`config.mk`:
```
export PLATFORM = sky130hd
export DESIGN_NAME = crc32_fcs_append_flat
export DESIGN_NICKNAME = d
export VERILOG_FILES = /design/src/rtl/crc32_fcs_append_pkg.sv /design/src/rtl/crc32_fcs_append_if.sv /design/src/rtl/crc32_fcs_append.sv /design/src/flat_wrapper.sv
export SDC_FILE = /design/constraint.sdc
export NUM_CORES = 1
export LEC_CHECK = 0
export ABC_CLOCK_PERIOD_IN_PS = 4400
export CAP_MARGIN = 20
export CORE_MARGIN = 4
export CORE_UTILIZATION = 65
export CTS_BUF_LIST = sky130_fd_sc_hd__clkbuf_4 sky130_fd_sc_hd__clkbuf_8
export DETAILED_ROUTE_END_ITERATION = 8
export PLACE_DENSITY = 0.86
export SYNTH_ARGS = -nofsm -noshare
export SYNTH_HDL_FRONTEND = slang
export SYNTH_SLANG_ARGS = --single-unit
```
`constraint.sdc`:
```
create_clock -name clk -period 4.4 [get_ports clk]
set_input_delay 0.66 -clock clk [delete_from_list [all_inputs] [get_ports clk]]
set_output_delay 0.66 -clock clk [all_outputs]
set_load 0.005 [all_outputs]
```
`src/rtl/crc32_fcs_append_pkg.sv`:
```
// Shared CRC-32 definitions for the FCS append block and any future checker rework.
//   CRC_POLY / CRC_INIT / CRC_MAGIC_NUMBER : reflected CRC-32 constants
//   state_t and S_* : FSM encodings for the append block
//   crc32_byte()    : one-byte LSB-first CRC-32 update
package crc32_fcs_append_pkg;

  localparam logic [31:0] CRC_POLY         = 32'hEDB88320;
  localparam logic [31:0] CRC_INIT         = 32'hFFFFFFFF;
  localparam logic [31:0] CRC_MAGIC_NUMBER = 32'hDEBB20E3;

  typedef logic [1:0] state_t;

  localparam state_t S_DATA = 2'd0;
  localparam state_t S_PAD  = 2'd1;
  localparam state_t S_FCS  = 2'd2;

  // Bitwise reflected CRC-32 update, one data bit per iteration (LSB first).
  function automatic logic [31:0] crc32_byte(input logic [31:0] crc, input logic [7:0] d);
    logic [31:0] c;
    c = crc ^ {24'h0, d};
    for (int i = 0; i < 8; i++) begin
      c = c[0] ? ((c >> 1) ^ CRC_POLY) : (c >> 1);
    end
    return c;
  endfunction

endpackage

```
`src/rtl/crc32_fcs_append_if.sv`:
```
// Byte-stream bundle around the FCS append block.
//   in_d/in_v/in_last/in_rdy     : payload stream from the frame builder
//   out_d/out_v/out_last/out_rdy : framed stream towards the MAC/PHY
//   slave  : the append block
//   master : the surrounding logic (frame builder + sink)
interface crc32_fcs_append_if;
  logic [7:0] in_d;
  logic       in_v;
  logic       in_last;
  logic       in_rdy;
  logic [7:0] out_d;
  logic       out_v;
  logic       out_last;
  logic       out_rdy;

  modport slave (
    input  in_d, in_v, in_last, out_rdy,
    output in_rdy, out_d, out_v, out_last
  );

  modport master (
    output in_d, in_v, in_last, out_rdy,
    input  in_rdy, out_d, out_v, out_last
  );
endinterface

```
`src/rtl/crc32_fcs_append.sv`:
```
// Transmit-side CRC-32 FCS append: passes payload through, optionally zero-pads
// short frames to MIN_LEN bytes, then appends the 4-byte FCS LSB first.
//   clk : clock
//   rst : synchronous active-high reset (aborts any frame in flight)
//   bus : crc32_fcs_append_if.slave byte-stream in/out with valid/ready
// Output is one register stage; in_rdy is combinational from that stage.
module crc32_fcs_append
  import crc32_fcs_append_pkg::*;
#(
  parameter int unsigned PAD_EN  = 1,
  parameter int unsigned MIN_LEN = 60
) (
  input  logic                  clk,
  input  logic                  rst,
  crc32_fcs_append_if.slave     bus
);

  localparam int unsigned CNT_W = $clog2(MIN_LEN + 1);

  state_t            r_state;
  logic [31:0]       r_crc;
  logic [CNT_W-1:0]  r_cnt;
  logic [1:0]        r_idx;
  logic [7:0]        r_out_d;
  logic              r_out_v;
  logic              r_out_last;

  state_t            w_state_n;
  logic [31:0]       w_crc_n;
  logic [CNT_W-1:0]  w_cnt_n;
  logic [1:0]        w_idx_n;
  logic [7:0]        w_out_d_n;
  logic              w_out_v_n;
  logic              w_out_last_n;

  logic              w_adv;
  logic              w_in_rdy;
  logic              w_xfer;
  logic [CNT_W:0]    w_cnt_inc;
  logic [CNT_W-1:0]  w_cnt_sat;
  logic [31:0]       w_fcs;
  logic [7:0]        w_fcs_byte;

  // Output stage can take a new byte when empty or being drained this cycle.
  assign w_adv     = !r_out_v | bus.out_rdy;
  assign w_in_rdy  = (r_state == S_DATA) & w_adv & !rst;
  assign w_xfer    = bus.in_v & w_in_rdy;

  // One extra bit so cnt+1 never wraps before the MIN_LEN comparisons.
  assign w_cnt_inc = {1'b0, r_cnt} + (CNT_W + 1)'(1);
  assign w_cnt_sat = (w_cnt_inc <= (CNT_W + 1)'(MIN_LEN)) ? w_cnt_inc[CNT_W-1:0] : r_cnt;

  assign w_fcs = ~r_crc;

  // FCS byte select, least significant byte first.
  always_comb begin
    w_fcs_byte = w_fcs[7:0];
    case (r_idx)
      2'd0:    w_fcs_byte = w_fcs[7:0];
      2'd1:    w_fcs_byte = w_fcs[15:8];
      2'd2:    w_fcs_byte = w_fcs[23:16];
      default: w_fcs_byte = w_fcs[31:24];
    endcase
  end

  // Next-state and output-register load logic; nothing moves without w_adv.
  always_comb begin
    w_state_n    = r_state;
    w_crc_n      = r_crc;
    w_cnt_n      = r_cnt;
    w_idx_n      = r_idx;
    w_out_d_n    = r_out_d;
    w_out_v_n    = r_out_v;
    w_out_last_n = r_out_last;

    case (r_state)
      S_DATA: begin
        if (w_xfer) begin
          w_out_d_n    = bus.in_d;
          w_out_v_n    = 1'b1;
          w_out_last_n = 1'b0;
          w_crc_n      = crc32_byte(r_crc, bus.in_d);
          w_cnt_n      = w_cnt_sat;
          if (bus.in_last) begin
            if ((PAD_EN != 0) && (w_cnt_inc < (CNT_W + 1)'(MIN_LEN))) w_state_n = S_PAD;
            else                                                      w_state_n = S_FCS;
          end
        end else if (w_adv) begin
          // Sink drained the stage and no new byte arrived: bubble.
          w_out_v_n    = 1'b0;
          w_out_last_n = 1'b0;
        end
      end

      S_PAD: begin
        if (w_adv) begin
          w_out_d_n    = 8'h00;
          w_out_v_n    = 1'b1;
          w_out_last_n = 1'b0;
          w_crc_n      = crc32_byte(r_crc, 8'h00);
          w_cnt_n      = w_cnt_sat;
          if (w_cnt_inc >= (CNT_W + 1)'(MIN_LEN)) w_state_n = S_FCS;
        end
      end

      S_FCS: begin
        if (w_adv) begin
          w_out_d_n    = w_fcs_byte;
          w_out_v_n    = 1'b1;
          w_out_last_n = (r_idx == 2'd3);
          if (r_idx == 2'd3) begin
            w_state_n = S_DATA;
            w_crc_n   = CRC_INIT;
            w_cnt_n   = '0;
            w_idx_n   = 2'd0;
          end else begin
            w_idx_n   = r_idx + 2'd1;
          end
        end
      end

      default: begin
        w_state_n = S_DATA;
      end
    endcase
  end

  // State, CRC and output registers.
  always_ff @(posedge clk) begin
    if (rst) begin
      r_state    <= S_DATA;
      r_crc      <= CRC_INIT;
      r_cnt      <= '0;
      r_idx      <= 2'd0;
      r_out_d    <= 8'h00;
      r_out_v    <= 1'b0;
      r_out_last <= 1'b0;
    end else begin
      r_state    <= w_state_n;
      r_crc      <= w_crc_n;
      r_cnt      <= w_cnt_n;
      r_idx      <= w_idx_n;
      r_out_d    <= w_out_d_n;
      r_out_v    <= w_out_v_n;
      r_out_last <= w_out_last_n;
    end
  end

  assign bus.in_rdy   = w_in_rdy;
  assign bus.out_d    = r_out_d;
  assign bus.out_v    = r_out_v;
  assign bus.out_last = r_out_last;

endmodule
```
`src/flat_wrapper.sv`:
```
// flat-port wrapper written by rule: the top's interface ports become plain ports
module crc32_fcs_append_flat import crc32_fcs_append_pkg::*;
#(
  parameter int unsigned PAD_EN  = 1,
  parameter int unsigned MIN_LEN = 60
)
  (clk, rst, bus_in_d, bus_in_v, bus_in_last, bus_out_rdy, bus_in_rdy, bus_out_d, bus_out_v, bus_out_last);
  crc32_fcs_append_if bus_i ();
  input  logic clk;
  input  logic rst;
  input wire logic [$bits(bus_i.in_d)-1:0] bus_in_d;
  input wire logic [$bits(bus_i.in_v)-1:0] bus_in_v;
  input wire logic [$bits(bus_i.in_last)-1:0] bus_in_last;
  input wire logic [$bits(bus_i.out_rdy)-1:0] bus_out_rdy;
  output wire logic [$bits(bus_i.in_rdy)-1:0] bus_in_rdy;
  output wire logic [$bits(bus_i.out_d)-1:0] bus_out_d;
  output wire logic [$bits(bus_i.out_v)-1:0] bus_out_v;
  output wire logic [$bits(bus_i.out_last)-1:0] bus_out_last;
  assign bus_i.in_d = bus_in_d;
  assign bus_i.in_v = bus_in_v;
  assign bus_i.in_last = bus_in_last;
  assign bus_i.out_rdy = bus_out_rdy;
  assign bus_in_rdy = bus_i.in_rdy;
  assign bus_out_d = bus_i.out_d;
  assign bus_out_v = bus_i.out_v;
  assign bus_out_last = bus_i.out_last;
  crc32_fcs_append #(.PAD_EN(PAD_EN), .MIN_LEN(MIN_LEN)) u_core (.clk(clk), .rst(rst), .bus(bus_i));
endmodule
```
==> flow_metrics.py, run 1 <==
metrics = {
    "synth": {
        "synthTopCellsByCount": "xnor2_1, dfxtp_1, nand2_1",
        "yosysSeqAreaShare_pct": 24.3,
        "ys_warn_count": 0,
        "ys.flop_type": "dfxtp_1",
        "synth_area_leaders": "dfxtp_1, xnor2_1, xor2_1",
        "postSynth.asyncResetShare_pct": 0,
        "synth.distinct_cells": 52,
        "syn-cell-area_mm2": 0.00429,
        "syn_area_per_cell_um2": 8.36,
        "syn_inst": 513,
        "yosys.cell_count.top_type": "xnor2_1",
        "synth_nets": 535,
        "yosys.area.top_type": "dfxtp_1",
        "synth_edf_count": 0,
        "synth-seq-cells": 52,
        "synth_top_area_share_pct": 24.3,
    },
    "clock_network": {
        "postCtsHoldBufs": 0,
        "cts_buffers": 5,
        "cts-resized-gates": 0,
        "clk_pin_slew_ns": 0.10,
        "htreeDepth": 2,
        "root_buffer": "clkbuf_8",
        "postCtsSetupRepairBufs": 0,
        "insertion_delay_ns": 0.31,
        "cts_buffer_depth": 2,
        "cts_sinks": 52,
        "cts_tree": "built",
    },
    "die": {
        "fp.dieH_um": 89.2,
        "start_util_pct": 67.1,
        "rows": 29,
        "die_width_um": 89.2,
        "die_area_mm2": 0.00796,
        "coreArea_mm2": 0.00639,
        "io_pins": 24,
    },
    "finish": {
        "post-route-cell-area_mm2": 0.00457,
        "area_growth_pct": 6.68,
        "layout-drive-gt1-share_pct": 5.30,
        "final_nets": 530,
        "instances_no_fill": 586,
        "diodes": 0,
    },
    "sta": {
        "setup_ws_ns": 1.44,
        "fin_crit_sh_pct": 67.3,
        "max_freq_ghz": 0.338,
        "slew_headroom_pct": 31.4,
        "skew_ns": 0.00625,
        "rsz0062_at_grt": "no",
        "hold_violations": 0,
        "worst_pin_slew_ns": 1.03,
        "final.setup.tns_ns": 0,
        "setup_viol": 0,
        "finalCriticalPeriod_ns": 2.96,
        "slew_violations": 0,
    },
    "critical_path": {
        "crit_arrival_ns": 3.11,
        "critPathMaxFanout": 28,
        "critPathLaunch": "u_core.r_state[0]$_SDFFE_PP0P_",
        "start_kind": "register",
        "worstSetupPathType": "reg -> reg",
        "r2r-start": "u_core.r_state[0]$_SDFFE_PP0P_",
        "critPathRequiredTime_ns": 4.55,
        "cp-end-kind": "register",
    },
    "min_path": {
        "hp-start": "u_core.r_crc[8]$_SDFFE_PP1P_",
        "hp-class": "reg -> reg",
    },
    "power": {
        "pwr-share-comb_pct": 63.9,
        "p_leak_nw": 1.67,
        "p_switching_mw": 1.33,
        "switching_share_pct": 44.2,
        "fin_total_pwr_mw": 3.02,
        "seqPwrFrac_pct": 25.9,
        "power.share.clock_pct": 10.2,
        "power_density_mw_per_mm2": 660,
        "max-vdd-ir-drop_mv": 0.423,
        "p_int_mw": 1.68,
    },
    "routing": {
        "wl_per_cell_um": 20.7,
        "vias_per_cell": 6.72,
        "finalWirelength_um": 12100,
        "ant_nets": 0,
        "num_vias": 3937,
        "detail_route.first_pass.iterations": 5,
        "drc": 0,
        "drt-initial-drc-count": 378,
    },
    "grt": {
        "antenna_found_initial": 0,
        "grt_max_degree": 37,
        "gr-total-overflow": 0,
        "grt_pass1_wl_um": 19500,
        "grt_usage_pct": 31.8,
        "grt_pass1_vias": 3644,
    },
    "flow_run": {
        "cap_violations": 0,
    },
    "place": {
        "dpl.cell_count": 578,
        "dpl.hpwl_um": 8400,
        "gp_congestion": 0.997,
        "place_ws_ns": 1.24,
        "post_dp_cell_area_mm2": 0.00448,
        "port-buffer-count": 23,
    },
    "outcome": {
        "status": "complete, no violations",
    },
}
==> through the flow <==
step                      util [%]  hold WS [ns]
after detailed placement      70.1         0.495
after global routing          71.6         0.529
after floorplan                  -         0.469
after global placement        70.1         0.484
after CTS                     71.6         0.509
final                         71.6         0.509
==> worst paths after layout <==
| check | end | slack, ns | depth (start not counted) |
|---|---|---|---|
| worst max register to register | u_core.r_crc[11]$_SDFFE_PP1P_ | 1.44 | 8 |
| worst max-delay path | u_core.r_crc[11]$_SDFFE_PP1P_ | 1.44 | 8 |
| worst min-delay path | u_core.r_crc[8]$_SDFFE_PP1P_ | 0.51 | 2 |
| worst min register to register | u_core.r_crc[8]$_SDFFE_PP1P_ | 0.51 | 2 |
==> cells in the final DEF, fill, tap and decap left out, types with 18 or more instances in the layout <==
cell type and count:
a21oi_1 36, nor2_1 33, nand2_1 40, xor2_1 26, dfxtp_1 52, o21ai_0 34, nand3_1 18, xnor2_1 88
clkdlybuf4s50_1 23
==> power by group through the flow <==
stage	logic [mW]	clock network, mW	registers (mW)
detailed placement	1.89	0	0.780
finish	1.93	0.307	0.781
floorplan	1.66	0	0.664
CTS	1.90	0.309	0.769
global route	2.09	0.328	0.790
global placement	1.85	0	0.777
==> routing by layer <==
layer  wire [um]  GRT usage (%)  share of wire [%]  up-vias
met5           0              0                  0        -
met4         629           17.6                5.2        0
met3        1280           5.62                 11       58
met2        5450           49.4                 45      265
met1        4750           41.8                 39     1838
li1            -              -                  -     1776
==> critical path, cell delays in order (launching register included) <==
cell	delay (ns)
dfxtp_1	0.42
inv_1	0.12
ha_1	0.29
buf_4	0.31
clkinv_1	0.78
nand2_1	0.31
o21ai_0	0.12
a211oi_1	0.28
o21ai_0	0.15
==> flip-flops by register name (all words and copies together), names as in the netlist <==
signal	count
u_core.bus.out_last	1
u_core.bus.out_d	8
u_core.r_cnt	6
u_core.r_crc	32
u_core.r_idx	2
u_core.bus.out_v	1
u_core.r_state	2
==> area by class of cell <==
type / count / area (um2)
flip-flops and latches: 52 / 1040
well taps: 77 / 96.3
clock inverters: 1 / 7.51
fillers: 477 / 1810
clock buffers: 7 / 90.1
multi-input cells: 410 / 3030
inverters: 11 / 41.3
repair buffers: 28 / 268
==> kinds of logic (layout without fill, tap and decap cells) <==
family | count (synthesis) | in the layout | synth area share (%)
AOI/OAI and AO/OA | 138 | 138 | 21.0
and+or+nand+nor | 124 | 124 | 13.3
DFF | 52 | 52 | 24.3
muxes | 8 | 8 | 1.93
xor gates and xnor gates | 131 | 131 | 31.7
buffers and inverters | 51 | 47 | 5.16
adders and majority gates | 9 | 9 | 2.63
Power figures use the tool's default switching activity.
==> inputs of run 2 (changes only) <==
--- a/config.mk
+++ b/config.mk
@@ -5,13 +5,13 @@
 export SDC_FILE = /design/constraint.sdc
 export NUM_CORES = 1
 export LEC_CHECK = 0
-export ABC_CLOCK_PERIOD_IN_PS = 4400
+export ABC_CLOCK_PERIOD_IN_PS = 2500
 export CAP_MARGIN = 20
 export CORE_MARGIN = 4
-export CORE_UTILIZATION = 65
+export CORE_UTILIZATION = 57
 export CTS_BUF_LIST = sky130_fd_sc_hd__clkbuf_4 sky130_fd_sc_hd__clkbuf_8
 export DETAILED_ROUTE_END_ITERATION = 8
-export PLACE_DENSITY = 0.86
+export PLACE_DENSITY = 0.8
 export SYNTH_ARGS = -nofsm -noshare
 export SYNTH_HDL_FRONTEND = slang
 export SYNTH_SLANG_ARGS = --single-unit
==> constraint.sdc (replaced) <==
create_clock -name clk -period 2.5 [get_ports clk]
set_input_delay 0.375 -clock clk [delete_from_list [all_inputs] [get_ports clk]]
set_output_delay 0.375 -clock clk [all_outputs]
set_load 0.005 [all_outputs]
==> flow_metrics.py, run 2 (synthesis results as in run 1) <==
metrics = {
    "finish": {
        "layout_commonest_cell": "xnor2_1",
        "seqCellArea_mm2": 0.00104,
        "final_cell_mix": "xnor2_1, buf_4, dfxtp_1",
        "fill_cells": 639,
        "final_nets": 580,
        "instances_no_fill": 658,
        "multi_input_area_mm2": 0.00304,
        "post-route-cell-area_mm2": 0.00501,
        "area_growth_pct": 16.8,
        "diodes": 0,
        "layout-drive-gt1-share_pct": 14.0,
        "top_register": "u_core.r_crc",
        "largest_register_ffs": 32,
    },
    "sta": {
        "skew_ns": 0.0152,
        "final.setup.tns_ns": 0,
        "hold_violations": 0,
        "holdWs_ns": 0.509,
        "slew_headroom_pct": 46.4,
        "rsz0062_at_grt": "no",
        "setup_viol": 0,
        "slew_violations": 0,
        "fin_crit_sh_pct": 95.7,
        "max_freq_ghz": 0.418,
        "finalCriticalPeriod_ns": 2.39,
        "worst_pin_slew_ns": 0.803,
    },
    "routing": {
        "detail_route.first_pass.iterations": 7,
        "num_vias": 4088,
        "drc": 0,
        "ant_nets": 0,
        "wl_per_cell_um": 20.8,
        "drt-initial-drc-count": 379,
        "finalWirelength_um": 13700,
        "vias_per_cell": 6.21,
    },
    "die": {
        "fp.dieH_um": 94.7,
        "die_area_mm2": 0.00897,
        "io_pins": 24,
        "die_width_um": 94.7,
        "rows": 31,
        "start_util_pct": 58.8,
        "coreArea_mm2": 0.00729,
    },
    "critical_path": {
        "path_cells": "xnor3_1 > xnor3_1 > xor2_1 > xnor2_1 > o221a_2 > o21ai_1",
        "worstSetupPathType": "reg -> reg",
        "start_kind": "register",
        "critPathTopFamily": "XOR/XNOR gates",
        "cpMaxStageDelayCell": "dfxtp_1",
        "critPathMaxFanout": 7,
        "crit_top_cell": "xnor3_1",
        "crit_arrival_ns": 2.56,
        "critPathRequiredTime_ns": 2.67,
        "cp-end-kind": "register",
        "critical_path.max_stage_delay_ns": 0.62,
        "rrSetupSlack_ns": 0.11,
        "crit_buf_inv": 0,
        "critPathLaunch": "u_core.r_crc[2]$_SDFFE_PP1P_",
        "r2r-start": "u_core.r_crc[2]$_SDFFE_PP1P_",
    },
    "clock_network": {
        "cts_buffer_depth": 2,
        "root_buffer": "clkbuf_8",
        "htreeDepth": 2,
        "cts_tree": "built",
        "cts_buffers": 5,
        "postCtsHoldBufs": 0,
        "clk_pin_slew_ns": 0.10,
        "cts_sinks": 52,
        "insertion_delay_ns": 0.32,
    },
    "place": {
        "port-buffer-count": 23,
        "dpl.hpwl_um": 10000,
        "dpl.cell_count": 650,
        "post_dp_cell_area_mm2": 0.00490,
        "gp_congestion": 1.06,
    },
    "grt": {
        "grt_usage_pct": 31.9,
        "grt_pass1_wl_um": 21600,
        "grt_pass1_vias": 3904,
        "antenna_found_initial": 0,
        "gr-total-overflow": 0,
        "grt_max_degree": 33,
    },
    "power": {
        "p_leak_nw": 1.93,
        "fin_total_pwr_mw": 5.70,
        "max-vdd-ir-drop_mv": 0.597,
        "power_density_mw_per_mm2": 1140,
    },
    "flow_run": {
        "cap_violations": 0,
    },
    "min_path": {
        "hp-start": "u_core.r_idx[1]$_SDFFE_PP0P_",
        "hp-class": "reg -> reg",
    },
    "outcome": {
        "status": "complete, no violations",
    },
}
## run 2: cell types whose count changed in the layout (fill, tap and decap cells not counted), sizes merged
cell | before | now
buf | 5 | 55
clkbuf | 7 | 6
clkinv | 1 | 2
clkinvlp | 1 | 0
inv | 10 | 11
## run 2: path summary, 6_finish.rpt
| check | endpoint | cells after the start |
|---|---|---|
| max | u_core.r_crc[19]$_SDFFE_PP1P_ | 6 |
| min | u_core.r_idx[1]$_SDFFE_PP0P_ | 2 |
| max reg2reg | u_core.r_crc[19]$_SDFFE_PP1P_ | 6 |
| min reg2reg | u_core.r_idx[1]$_SDFFE_PP0P_ | 2 |
## run 2: timing repair
action / in CTS / in global routing
hold endpoints to repair: 0 / 0
resized for setup: 0 / 1
setup endpoints to repair: 0 / 1
setup buffers: 0 / 0
## run 2: metrics by stage
stage | setup WS, ns | util (%)
after floorplan | 0.191 | -
after global placement | -0.0215 | 67.3
after detailed placement | -0.0929 | 67.3
after CTS | 0.135 | 68.6
after global routing | 0.0210 | 68.7
final | 0.108 | 68.7
## run 2: layout make-up
| type | count | area share, % |
|---|---|---|
| sequential | 52 | 20.8 |
| tap | 99 | 2.47 |
| timing repair buffer | 78 | 13.3 |
| multi-input combinational | 410 | 60.7 |
| clock inverter | 2 | 0.275 |
| clock buffer | 6 | 1.65 |
| inverter | 11 | 0.824 |
## run 2: layer usage
metal / wire length (um) / global-route usage (%) / up-vias
li1: - / - / 1877
met4: 641 / 16.2 / 0
met3: 1420 / 5.26 / 51
met1: 5440 / 42.9 / 1915
met5: 0 / 0 / -
met2: 6180 / 49.3 / 245
## run 2: worst reg2reg max path, cell delays in order, from the launching register on
cell and delay (ns):
dfxtp_1 0.62, xnor3_1 0.51, xnor3_1 0.43, xor2_1 0.28
xnor2_1 0.16, o221a_2 0.20, o21ai_1 0.05
## run 2: where the power goes
| group | internal [mW] | leakage, nW | switching, mW |
|---|---|---|---|
| Combinational | 2.00 | 1.45 | 1.89 |
| Sequential | 1.02 | 0.429 | 0.259 |
| Clock | 0.227 | 0.0516 | 0.303 |
